[src/rtl/multichannel_frequency_reporter.sv]
// multichannel_frequency_reporter: formats channel results as ASCII decimal text lines over a byte handshake
module multichannel_frequency_reporter #(
  parameter int NUMBER_OF_CHANNELS = 2,
  parameter int RESULT_WIDTH = 24,
  parameter int NUMBER_OF_DIGITS = 8,
  parameter int DECIMAL_PLACES = 0
) (
  input  logic clock,
  input  logic reset,
  input  logic start,
  input  logic only_on_change,
  input  logic [NUMBER_OF_CHANNELS*RESULT_WIDTH-1:0] results,
  output logic [7:0] byte_out,
  output logic byte_valid,
  input  logic byte_ready,
  output logic busy,
  output logic [15:0] lines_sent,
  output logic [15:0] lines_skipped
);
  localparam int N = NUMBER_OF_CHANNELS;
  localparam int RW = RESULT_WIDTH;
  localparam int ND = NUMBER_OF_DIGITS;
  localparam int DP = DECIMAL_PLACES;
  localparam int BD = (RW * 302 + 999) / 1000 + 1;
  localparam int BDW = BD > ND ? BD : ND;
  localparam int L = ND + (DP > 0 ? 1 : 0);
  localparam int DOT = ND - DP;
  localparam int CW = N > 1 ? $clog2(N) : 1;
  localparam int KW = $clog2(BDW);
  typedef enum logic [2:0] {IDLE, LATCH, CONVERT, EMIT, SEPARATOR, CR, LF} state_t;
  state_t state, state_n;
  logic [N*RW-1:0] snap, last_snap;
  logic last_valid;
  logic [RW-1:0] snap_ch [N];
  logic [CW-1:0] ch, ch_n;
  logic [RW-1:0] bin;
  logic [BDW*4-1:0] bcd, adj;
  logic [3:0] dig [BDW];
  logic [BDW-1:0] lz;
  logic [5:0] cnt;
  logic [3:0] pos, dpos;
  logic [KW-1:0] k;
  logic skip, load, ovf, blank, is_dot;
  logic [7:0] ch_char;
  for (genvar i = 0; i < N; i++) begin : g_ch
    assign snap_ch[i] = snap[i*RW +: RW];
  end
  for (genvar i = 0; i < BDW; i++) begin : g_dig
    assign dig[i] = bcd[i*4 +: 4];
    assign adj[i*4 +: 4] = dig[i] >= 4'd5 ? dig[i] + 4'd3 : dig[i];
  end
  assign skip = only_on_change && last_valid && snap == last_snap;
  assign load = state == LATCH || (state == SEPARATOR && byte_ready);
  assign ch_n = state == LATCH ? '0 : ch + 1'b1;
  assign ovf = BDW > ND ? |(bcd >> (ND * 4)) : 1'b0;
  assign is_dot = DP > 0 && pos == 4'(DOT);
  assign dpos = (DP > 0 && pos > 4'(DOT)) ? pos - 4'd1 : pos;
  assign k = KW'(4'(ND - 1) - dpos);
  assign blank = lz[k] && k > KW'(DP);
  assign ch_char = is_dot ? 8'h2E : ovf ? 8'h2D : blank ? 8'h20 : {4'h3, dig[k]};
  assign busy = state != IDLE;
  // leading-zero flags: lz[i] set when every digit from the top displayed one down to i is zero
  always_comb begin
    lz = '0;
    lz[ND-1] = dig[ND-1] == 4'd0;
    for (int i = ND - 2; i >= 0; i--) lz[i] = lz[i+1] && dig[i] == 4'd0;
  end
  // next state and byte presented to the sink
  always_comb begin
    state_n = state;
    byte_valid = 1'b0;
    byte_out = 8'h00;
    case (state)
      IDLE: state_n = start ? LATCH : IDLE;
      LATCH: state_n = skip ? IDLE : CONVERT;
      CONVERT: state_n = cnt == 6'(RW - 1) ? EMIT : CONVERT;
      EMIT: begin
        byte_valid = 1'b1;
        byte_out = ch_char;
        if (byte_ready && pos == 4'(L - 1)) state_n = ch == CW'(N - 1) ? CR : SEPARATOR;
      end
      SEPARATOR: begin
        byte_valid = 1'b1;
        byte_out = 8'h20;
        state_n = byte_ready ? CONVERT : SEPARATOR;
      end
      CR: begin
        byte_valid = 1'b1;
        byte_out = 8'h0D;
        state_n = byte_ready ? LF : CR;
      end
      LF: begin
        byte_valid = 1'b1;
        byte_out = 8'h0A;
        state_n = byte_ready ? IDLE : LF;
      end
      default: state_n = IDLE;
    endcase
  end
  // state register
  always_ff @(posedge clock) state <= reset ? IDLE : state_n;
  // snapshot, change-detection memory and line counters
  always_ff @(posedge clock) begin
    if (reset) begin
      last_valid <= 1'b0;
      lines_sent <= '0;
      lines_skipped <= '0;
    end else begin
      if (state == IDLE && start) snap <= results;
      if (state == LATCH && skip) lines_skipped <= lines_skipped + 16'd1;
      if (state == LF && byte_ready) begin
        lines_sent <= lines_sent + 16'd1;
        last_snap <= snap;
        last_valid <= 1'b1;
      end
    end
  end
  // serial double-dabble of the selected channel and character position tracking
  always_ff @(posedge clock) begin
    if (load) begin
      ch <= ch_n;
      bin <= snap_ch[ch_n];
      bcd <= '0;
      cnt <= '0;
    end else if (state == CONVERT) begin
      bcd <= {adj[BDW*4-2:0], bin[RW-1]};
      bin <= bin << 1;
      cnt <= cnt + 6'd1;
    end
    pos <= state == CONVERT ? 4'd0 : (state == EMIT && byte_ready) ? pos + 4'd1 : pos;
  end
endmodule
[config.mk]
export PLATFORM = sky130hd
export DESIGN_NAME = multichannel_frequency_reporter
export DESIGN_NICKNAME = d
export VERILOG_FILES = /design/src/rtl/multichannel_frequency_reporter.sv
export SDC_FILE = /design/constraint.sdc
export NUM_CORES = 1
export LEC_CHECK = 0
export BUFFER_PORTS_ARGS = -buffer_cell sky130_fd_sc_hd__buf_4
export CAP_MARGIN = 20
export CORE_MARGIN = 2
export CORE_UTILIZATION = 60
export DETAILED_ROUTE_END_ITERATION = 6
export GPL_TIMING_DRIVEN = 0
export PLACE_DENSITY = 0.92
export SYNTH_ARGS = -nofsm -noshare
export SYNTH_HDL_FRONTEND = slang
export SYNTH_SLANG_ARGS = --single-unit
[constraint.sdc]
create_clock -name clock -period 9.48 [get_ports clock]
set_clock_uncertainty 0.15 [all_clocks]
set_input_delay 0.474 -clock clock [delete_from_list [all_inputs] [get_ports clock]]
set_output_delay 0.474 -clock clock [all_outputs]
set_load 0.1 [all_outputs]
==> out/results.tsv, run 1 <==
metric	value	unit
Worst R2R Setup Slack	6.37	ns
final setup violation count	0	
Syn-to-layout area delta	24.8	%
Initial Util	60.7	%
Design Area, Final	0.0119	mm²
H-tree levels	1	
Setup CP Type	flip-flop to primary output	
Wirelength per Cell	19.5	µm
Sum Neg Setup Slack	0	ns
ANT cells	0	
Yosys top cell area share	38.1	%
Fin Hold WS	0.189	ns
#FFs+latches synth	203	
Port Buffers	91	
metal1 wirelength	9360	µm
top routing layer used	met4	
drt total wl	24600	µm
CTS resizes	0	
fillers	929	
Max Cap Viol	0	
core area	0.0157	mm²
vias in the first global route	7388	
Final ANT Viol Nets	0	
Top Ports	95	
clock period minus worst slack	3.62	ns
row count	46	
synth unique cells	60	
DIE WIDTH	130	µm
VDD IR max	0.170	mV
slew margin rel.	46.6	%
sequential fraction of the synthesis area	55.3	%
clock latency on the worst-skew pair	0.52	ns
Placement Cell Area	0.0106	mm²
die area	0.0169	mm²
commonest non-fill, non-tap cell in the layout	edfxtp_1	
CP Capture Type	primary output	
Final period util	38.2	%
placer congestion estimate	0.951	
antenna violations before repair	0	
achievable frequency	276	MHz
drt pass-1 iters	5	
Post-synth EDFFs	121	
RSZ-0062 raised after global routing	false	
Total GRT Usage	28.9	%
DR vias/cell	6.03	
Lkg Pwr	4.42	nW
status	completed	
pwr dens	210	mW/mm²
Layout Nets	1110	
GRT overflow	0	
RR Startpoint	snap[11]	
top cells by area, synth	edfxtp_1 38%, dfxtp_1 17%, ha_1 3.9%	
Pins Over Slew Limit	0	
layout cell share with drive strength beyond 1	16.1	%
Hold Path Stages	4	
DR DRC count	0	
CP startpoint	bcd[24]	
largest net degree at the start of global routing	42	
TritonCTS Buffers	22	
metal3 WL	1890	µm
clock tree sinks	203	
ys async rst share	0	%
Ys Warns	0	
mean area per synthesized cell	11.1	µm²
Post-Syn Instances	857	
Max clock buf depth	3	
Post-DP HPWL	15300	µm
commonest cells after routing, fill and taps aside	121 x edfxtp_1, 93 x buf_4, 86 x nor2_1, 82 x dfxtp_1, 63 x a21oi_1	
Critical Path Fanout Max	5	
ys flop type	edfxtp_1	
first-pass GRT wire length	38100	µm
1st-iter DRT viols	912	
min-delay worst type	primary input to flip-flop	
met2 routed WL	12700	µm
Min-Delay Startpoint	reset	
Worst Reg2Reg Path Length in Cells	7	
Worst Path Required	8.86	ns
CTS tree	built	
cell area after synthesis	0.00953	mm²
Reg clk slew, reported paths	0.06	ns
CTS root buf	clkbuf_16	
cell taking the most area after synthesis	edfxtp_1	
worst path arrival time	3.00	ns
via count	7586	
startpoint types	flip-flop	
Worst Max-Slew Pin Slew	0.794	ns
worst r2r dst	lines_skipped[6]	
hold endpoint	state[1]	
Hold Violations, Final	0	
die height	130	µm
[cell type report]
cell class / count / area (µm²) / area share, %
plain buffers: 42 / 183 / 1.54
clock inverters: 17 / 285 / 2.40
clock buffers: 23 / 554 / 4.66
flip-flops and latches: 203 / 5280 / 44.4
multi-input cells: 587 / 3990 / 33.5
well taps: 216 / 270 / 2.27
repair buffers: 145 / 1240 / 10.5
inverters: 26 / 97.6 / 0.821
[registers in the layout, summed over array words and instances, names as in the netlist]
name	cells
lines_skipped	16
bin	24
last_valid	1
dpos	4
last_snap	48
cnt	6
bcd	36
lines_sent	16
ch	1
state	3
snap	48
[worst max path at each step]
stage	end	slack (ns)	cells after the start
floorplan	snap[0]	3.79	3
global placement	snap[13]	2.65	4
detailed placement	bin[13]	6.17	5
CTS	byte_out[1]	5.93	9
global route	byte_out[1]	5.76	8
finish	byte_out[1]	5.86	9
[metal layers]
| layer | track usage (%) | vias to the layer above |
|---|---|---|
| met2 | 51.9 | 440 |
| met3 | 5.08 | 59 |
| met1 | 35.8 | 3627 |
| li1 | - | 3460 |
| met4 | 8.92 | 0 |
| met5 | 0 | - |
[stage by stage]
stage               util [%]  total power, mW  setup WS, ns  instances
floorplan                  -             1.36          3.79        858
global route            75.7             2.58          5.76       1259
global placement        66.7             1.46          2.65       1165
detailed placement      67.2             1.49          6.17       1170
finish                  75.7             2.49          5.86       1259
CTS                     75.6             2.48          5.93       1258
[logic make-up after synthesis]
| group | Yosys count | synth area share, % |
|---|---|---|
| multiplexers | 45 | 5.88 |
| AO/OA/AOI/OAI | 149 | 9.74 |
| flip-flops | 203 | 55.3 |
| XOR/XNOR | 76 | 6.98 |
| adder cells (fa/ha/maj) | 30 | 3.94 |
| AND/OR/NAND/NOR | 285 | 15.1 |
| buffers and inverters | 68 | 2.94 |
| other | 1 | 0.0393 |
[critical path: stages, from the launching register on]
cell	delay, ns
dfxtp_1	0.35
inv_1	0.13
ha_1	0.16
nor3b_1	0.38
nand3_1	0.19
o41ai_1	0.43
nand3_1	0.17
and3_1	0.23
a32o_1	0.23
buf_4	0.24
[where the power goes]
part	switching [mW]	internal, mW	total [mW]
registers	0.0834	1.02	1.10
clock network	0.370	0.620	0.991
logic	0.235	0.169	0.404
[what timing repair did]
| item | 4_1_cts | 5_1_grt |
|---|---|---|
| hold buffers | 48 | 0 |
| setup buffers | 0 | 0 |
| endpoints found under the hold margin | 48 | 0 |
[cell usage after synthesis, drive strengths merged, types with 9 or more instances]
cell    number
nand2b      16
nor2b       24
xnor2       41
a21oi       63
o21ai       31
xor2        35
nand2       55
dfxtp       82
edfxtp     121
nand3       27
nand4       23
inv         25
o22ai       17
nor2        86
mux2i       29
clkbuf      33
buf          9
and3         9
nor4        13
ha          30
Note: power is estimated with default switching activity, not from simulation.
==> run 2, diff against run 1 <==
--- a/config.mk
+++ b/config.mk
@@ -5,13 +5,14 @@
 export SDC_FILE = /design/constraint.sdc
 export NUM_CORES = 1
 export LEC_CHECK = 0
+export ABC_AREA = 1
 export BUFFER_PORTS_ARGS = -buffer_cell sky130_fd_sc_hd__buf_4
 export CAP_MARGIN = 20
 export CORE_MARGIN = 2
-export CORE_UTILIZATION = 60
+export CORE_UTILIZATION = 54
 export DETAILED_ROUTE_END_ITERATION = 6
 export GPL_TIMING_DRIVEN = 0
-export PLACE_DENSITY = 0.92
+export PLACE_DENSITY = 0.88
 export SYNTH_ARGS = -nofsm -noshare
 export SYNTH_HDL_FRONTEND = slang
 export SYNTH_SLANG_ARGS = --single-unit
==> constraint.sdc (replaced) <==
create_clock -name clock -period 3.3 [get_ports clock]
set_clock_uncertainty 0.15 [all_clocks]
set_input_delay 0.165 -clock clock [delete_from_list [all_inputs] [get_ports clock]]
set_output_delay 0.165 -clock clock [all_outputs]
set_load 0.1 [all_outputs]
==> out/results.tsv, run 2 <==
metric	value	unit	change
Post-synth EDFFs	121		unchanged
Syn-to-layout area delta	22.7	%	was 24.8%
Setup WS post-layout	0.322	ns	was 5.86 ns
dominant cell by count in the synthesized netlist	nand2_1		was edfxtp_1
Initial Util	55.4	%	was 60.7%
ANT cells	0		unchanged
CTS tree	built		unchanged
CTS root buf	clkbuf_16		unchanged
DR vias/cell	5.49		was 6.03
CP Capture Type	primary output		unchanged
clock latency on the worst-skew pair	0.51	ns	was 0.52 ns
cell taking the most area after synthesis	edfxtp_1		unchanged
die area	0.0196	mm²	was 0.0169 mm²
ys flop type	edfxtp_1		unchanged
row count	49		was 46
DIE WIDTH	140	µm	was 130 µm
Place WS	0.863	ns	was 6.17 ns
pwr dens	557	mW/mm²	was 210 mW/mm²
die height	140	µm	was 130 µm
slew margin rel.	52.6	%	was 46.6%
sequential fraction of design power	45.3	%	was 44.1%
commonest cells after routing, fill and taps aside	278 x nand2_1, 158 x inv_1, 121 x edfxtp_1, 95 x buf_4, 94 x nor2_1		was 121 x edfxtp_1, 93 x buf_4, 86 x nor2_1, 82 x dfxtp_1, 63 x a21oi_1
Core Util, Final	67.9	%	was 75.7%
Lkg Pwr	5.11	nW	was 4.42 nW
worst path arrival time	2.66	ns	was 3.00 ns
Max Cap Viol	0		unchanged
total power	6.84	mW	was 2.49 mW
startpoint types	flip-flop		unchanged
achievable frequency	336	MHz	
Total GRT Usage	25.3	%	was 28.9%
largest net degree at the start of global routing	40		was 42
status	complete, but fails checks		was completed
CTS resizes	0		unchanged
TritonCTS Buffers	23		was 22
drt pass-1 iters	7		was 5
RSZ-0062 raised after global routing	false		unchanged
mean area per synthesized cell	8.64	µm²	was 11.1 µm²
Final period util	90.2	%	
DR DRC count	1		was 0
#FFs+latches synth	203		unchanged
commonest non-fill, non-tap cell in the layout	nand2_1		was edfxtp_1
Worst Max-Slew Pin Slew	0.711	ns	was 0.794 ns
cell area after synthesis	0.0100	mm²	was 0.00953 mm²
1st-iter DRT viols	929		was 912
Port Buffers	91		unchanged
Wirelength per Cell	15.8	µm	was 19.5 µm
min-delay worst type	primary input to flip-flop		unchanged
Yosys top cell area share	36.3	%	was 38.1%
Layout Nets	1409		was 1110
Combinational Power Share	17.3	%	was 16.2%
Post-Syn Instances	1158		was 857
drt total wl	24800	µm	was 24600 µm
Pint	4.88	mW	was 1.81 mW
Pins Over Slew Limit	0		unchanged
Post-DP HPWL	16500	µm	was 15300 µm
Top Registers	last_snap (48), snap (48), bcd (36)		unchanged
RR Startpoint	state[0]		was snap[11]
Final ANT Viol Nets	0		unchanged
via count	8630		was 7586
layout cell share with drive strength beyond 1	13.1	%	was 16.1%
Worst Path Required	2.98	ns	was 8.86 ns
worst r2r dst	bin[11]		was lines_skipped[6]
first-pass GRT wire length	40800	µm	was 38100 µm
clock tree sinks	203		unchanged
Worst Setup EP	byte_out[1]		unchanged
sequential fraction of the synthesis area	52.7	%	was 55.3%
final setup violation count	0		unchanged
Reg clk slew, reported paths	0.06	ns	about the same
antenna violations before repair	0		unchanged
failing checks	design-rule violations		
NetSw	1.96	mW	was 689 µW
Ys Warns	0		unchanged
vias in the first global route	8520		was 7388
top cells by area, synth	edfxtp_1 36%, dfxtp_1 16%, nand2_1 10%		was edfxtp_1 38%, dfxtp_1 17%, ha_1 3.9%
VDD IR max	0.508	mV	was 0.170 mV
Hold Violations, Final	0		unchanged
synth unique cells	44		was 60
Worst R2R Setup Slack	0.93	ns	was 6.37 ns
Max clock buf depth	3		unchanged
sw frac	28.6	%	was 27.6%
Clk pwr share	37.4	%	was 39.7%
Setup CP Type	flip-flop to primary output		unchanged
H-tree levels	1		unchanged
Top Ports	95		unchanged
Min-Delay Startpoint	reset		unchanged
Critical Path Fanout Max	10		was 5
placer congestion estimate	0.898		was 0.951
clock period minus worst slack	2.98	ns	
GRT overflow	0		unchanged
ys async rst share	0	%	unchanged
commonest cells in the netlist	278 x nand2_1, 158 x inv_1, 121 x edfxtp_1, 96 x nor2_1, 82 x dfxtp_1		was 121 x edfxtp_1, 86 x nor2_1, 82 x dfxtp_1, 63 x a21oi_1, 55 x nand2_1
Worst Reg2Reg Path Length in Cells	7		unchanged
core area	0.0181	mm²	was 0.0157 mm²
CP startpoint	dpos[0]		was bcd[24]
## run 2: how the worst min path moves through the flow
stage / slack [ns] / endpoint / cells past startpoint
after detailed placement: 0.19 / snap[13] / 1
after CTS: 0.02 / lines_sent[11] / 2
after floorplan: 0.11 / snap[0] / 0
after global routing: 0.05 / state[2] / 2
after global placement: 0.19 / snap[3] / 1
final: 0.03 / lines_sent[11] / 2
## run 2: worst max-delay path, cell delays in order (launching register included)
cell and delay [ns]:
dfxtp_1 0.33, buf_2 0.22, clkinv_1 0.28, clkbuf_1 0.30, o21ai_0 0.21, nand3_1 0.12, a41oi_1 0.28, nand2_1 0.09
nand2_1 0.06, buf_4 0.28
## run 2: cell type report
| cell class | instances | area (µm²) |
|---|---|---|
| buffer | 34 | 180 |
| multi-input combinational | 756 | 3950 |
| fill | 1224 | 5800 |
| timing repair buffer | 142 | 1210 |
| inverter | 166 | 623 |
| clock buffer | 32 | 644 |
| tap | 229 | 287 |
| sequential | 203 | 5280 |
| clock inverter | 10 | 109 |
## run 2: cells by family after synthesis
group,count (synthesis),share of synthesized area [%]
and+or+nand+nor,494,21.4
DFF,203,52.7
buffers and inverters,200,8.02
AOI/OAI and AO/OA,191,10.6
xor gates and xnor gates,39,3.41
adders and majority gates,30,3.75
other,1,0.0375
## run 2: power by group through the flow
stage	Combinational, mW	Sequential (mW)	Clock, mW
after global routing	1.32	3.12	2.68
final	1.18	3.10	2.56
after detailed placement	1.10	3.14	0
after global placement	1.04	3.14	0
after floorplan	0.807	3.10	0
after CTS	1.16	3.09	2.58
## run 2: routing by layer
layer / vias up / GRT usage, % / routed length [µm]
li1: 4179 / - / -
met1: 4021 / 32.3 / 10200
met2: 358 / 44.4 / 12300
met3: 72 / 3.45 / 1660
met4: 0 / 8.98 / 708
met5: - / 0 / 0
## run 2: stage by stage
stage               instance area (µm²)  instances  hold WS (ns)  setup TNS [ns]
CTS                               12300       1572        0.0225               0
global route                      12300       1572        0.0550               0
global placement                  11000       1479         0.193          -44.79
floorplan                         10000       1159         0.114               0
detailed placement                11000       1481         0.194               0
finish                            12300       1572        0.0295               0
## run 2: what timing repair did
| action | 4_1_cts | 5_1_grt |
|---|---|---|
| setup buffers | 0 | 0 |
| hold buffers | 49 | 0 |
| hold endpoints to repair | 52 | 0 |
==> run 3, diff against run 2 <==
--- a/config.mk
+++ b/config.mk
@@ -7,12 +7,10 @@
 export LEC_CHECK = 0
 export ABC_AREA = 1
 export BUFFER_PORTS_ARGS = -buffer_cell sky130_fd_sc_hd__buf_4
-export CAP_MARGIN = 20
 export CORE_MARGIN = 2
-export CORE_UTILIZATION = 54
+export CORE_UTILIZATION = 45
 export DETAILED_ROUTE_END_ITERATION = 6
-export GPL_TIMING_DRIVEN = 0
-export PLACE_DENSITY = 0.88
+export PLACE_DENSITY = 0.77
 export SYNTH_ARGS = -nofsm -noshare
 export SYNTH_HDL_FRONTEND = slang
 export SYNTH_SLANG_ARGS = --single-unit
==> out/results.tsv, run 3 (same netlist as run 2, synthesis figures left out) <==
metric	value	unit	change
status	completed		was complete, but fails checks
CP Capture Type	primary output		unchanged
GRT overflow	0		unchanged
Hold Violations, Final	0		unchanged
Port Buffers	92		was 91
clock tree sinks	203		unchanged
H-tree levels	1		unchanged
Critical Path Fanout Max	15		was 10
Worst Max-Slew Pin Slew	0.710	ns	was 0.711 ns
placer congestion estimate	0.853		was 0.898
commonest non-fill, non-tap cell in the layout	nand2_1		unchanged
RR Startpoint	state[0]		unchanged
Setup WS post-layout	0.403	ns	was 0.322 ns
Hold Path Stages	5		was 2
core area	0.0218	mm²	was 0.0181 mm²
worst r2r dst	state[2]		was bin[11]
Top Ports	95		unchanged
Cells after DPL	1506		was 1481
Setup CP Type	flip-flop to primary output		unchanged
top routing layer used	met4		unchanged
CTS tree	built		unchanged
Final Non-Filler Cells	1601		was 1572
clock period minus worst slack	2.90	ns	was 2.98 ns
DR DRC count	0		was 1
slew margin rel.	52.7	%	was 52.6%
ANT cells	0		unchanged
clock latency on the worst-skew pair	0.51	ns	about the same
layout cell share with drive strength beyond 1	12.8	%	was 13.1%
Final ANT Viol Nets	0		unchanged
RSZ-0062 raised after global routing	false		unchanged
CP cell instances	nand3_1, inv_1, o21ai_0, o21ai_0, nor2_1, nand3_1, nand3_1, inv_1, nand2_1, nand2_1, buf_4		was buf_2, clkinv_1, clkbuf_1, o21ai_0, nand3_1, a41oi_1, nand2_1, nand2_1, buf_4
Layout Nets	1386		was 1409
Sum Neg Setup Slack	0	ns	unchanged
Total GRT Usage	19.0	%	was 25.3%
Syn-to-layout area delta	23.1	%	was 22.7%
fillers	1841		was 1224
vias in the first global route	7838		was 8520
via count	8117		was 8630
DIE WIDTH	153	µm	was 140 µm
metal1 wirelength	9750	µm	was 10200 µm
Min-Delay Startpoint	start		was reset
Worst Reg2Reg Path Length in Cells	7		unchanged
sequential fraction of design power	45.2	%	was 45.3%
Initial Util	45.9	%	was 55.4%
Max clock buf depth	3		unchanged
Top Registers	last_snap (48), snap (48), bcd (36)		unchanged
final setup violation count	0		unchanged
die area	0.0235	mm²	was 0.0196 mm²
drt pass-1 iters	5		was 7
pwr dens	561	mW/mm²	was 557 mW/mm²
first-pass GRT wire length	37200	µm	was 40800 µm
Pint	5.03	mW	was 4.88 mW
VDD IR max	0.391	mV	was 0.508 mV
sw frac	27.2	%	was 28.6%
Lkg Pwr	5.09	nW	was 5.11 nW
Worst Path Required	2.98	ns	about the same
Max stage delay cell, worst path	dfxtp_1		unchanged
Place WS	0.735	ns	was 0.863 ns
WP buf/inv	3		was 4
crit-path leading delay family	simple AND/OR/NAND/NOR gates		was buffers and inverters
Most common cell on crit path	nand3_1		was nand2_1
CTS root buf	clkbuf_16		unchanged
Clk pwr share	39.1	%	was 37.4%
Worst R2R Setup Slack	0.82	ns	was 0.93 ns
Wirelength per Cell	14.1	µm	was 15.8 µm
Combinational Power Share	15.8	%	was 17.3%
commonest cells after routing, fill and taps aside	277 x nand2_1, 158 x inv_1, 121 x edfxtp_1, 100 x buf_4, 94 x nor2_1		was 278 x nand2_1, 158 x inv_1, 121 x edfxtp_1, 95 x buf_4, 94 x nor2_1
1st-iter DRT viols	551		was 929
antenna violations before repair	0		unchanged
metal3 WL	1260	µm	was 1660 µm
met2 routed WL	11300	µm	was 12300 µm
NetSw	1.88	mW	was 1.96 mW
Max Cap Viol	0		unchanged
largest net degree at the start of global routing	65		was 40
worst path arrival time	2.58	ns	was 2.66 ns
Post-DP HPWL	14900	µm	was 16500 µm
Final period util	87.8	%	was 90.2%
row count	54		was 49
Pins Over Slew Limit	0		unchanged
achievable frequency	345	MHz	was 336 MHz
crit-path max cell delay	0.62	ns	was 0.33 ns
DR vias/cell	5.07		was 5.49
die height	153	µm	was 140 µm
startpoint types	flip-flop		unchanged
hold endpoint	state[0]		was lines_sent[11]
min-delay worst type	primary input to flip-flop		unchanged
Reg clk slew, reported paths	0.06	ns	about the same
TritonCTS Buffers	24		was 23
drt total wl	22600	µm	was 24800 µm
[run 3: final cells by class]
type	count	area (µm²)	share of cell area [%]
Clock buffer	39	783	6.36
Clock inverter	5	50.0	0.406
Inverter	166	627	5.09
Multi-Input combinational cell	756	3950	32.1
Sequential cell	203	5280	42.8
Tap cell	280	350	2.84
Timing Repair Buffer	152	1280	10.4
[run 3: worst min-delay path, delay by kind of cell]
family | cells | cell delay (ns)
compound gates | 2 | 0.23
simple gates | 1 | 0.19
buf+inv | 2 | 0.13
[run 3: power by group through the flow]
stage,Clock (mW),Combinational (mW),Sequential (mW)
after floorplan,0,0.807,3.10
after global placement,0,1.00,3.16
after detailed placement,0,1.03,3.17
after CTS,2.75,1.09,3.12
after global routing,2.86,1.25,3.15
final,2.70,1.09,3.12
[run 3: timing repair]
| item | CTS | global route |
|---|---|---|
| setup buffers | 0 | 0 |
| endpoints found under the setup margin | 0 | 4 |
| resized for setup | 0 | 2 |
| hold buffers | 51 | 0 |
| hold endpoints to repair | 72 | 0 |
[run 3: worst max-delay path by stage]
stage	start	to	depth (start not counted)	slack (ns)
global placement	dpos[0]	byte_out[2]	9	0.77
global route	dpos[1]	byte_out[0]	11	0.20
CTS	dpos[0]	byte_out[2]	10	0.17
finish	dpos[1]	byte_out[1]	11	0.40
floorplan	state[2]	snap[0]	4	0.004
detailed placement	dpos[0]	byte_out[2]	10	0.73
[run 3: metal layers]
metal / vias to the layer above / GRT usage, %
met5: - / 0
met1: 3748 / 24.3
li1: 4129 / -
met3: 26 / 2.95
met4: 0 / 4.50
met2: 214 / 33.9
[run 3: per-stage QoR]
step                utilization, %  hold slack [ns]  power [mW]  area (µm²)
finish                        56.5           0.0978        6.91       12300
global route                  56.5            0.158        7.25       12300
CTS                           56.4           0.0869        6.96       12300
detailed placement            50.3            0.194        4.20       11000
global placement              50.3            0.194        4.17       11000
floorplan                        -            0.114        3.90       10000
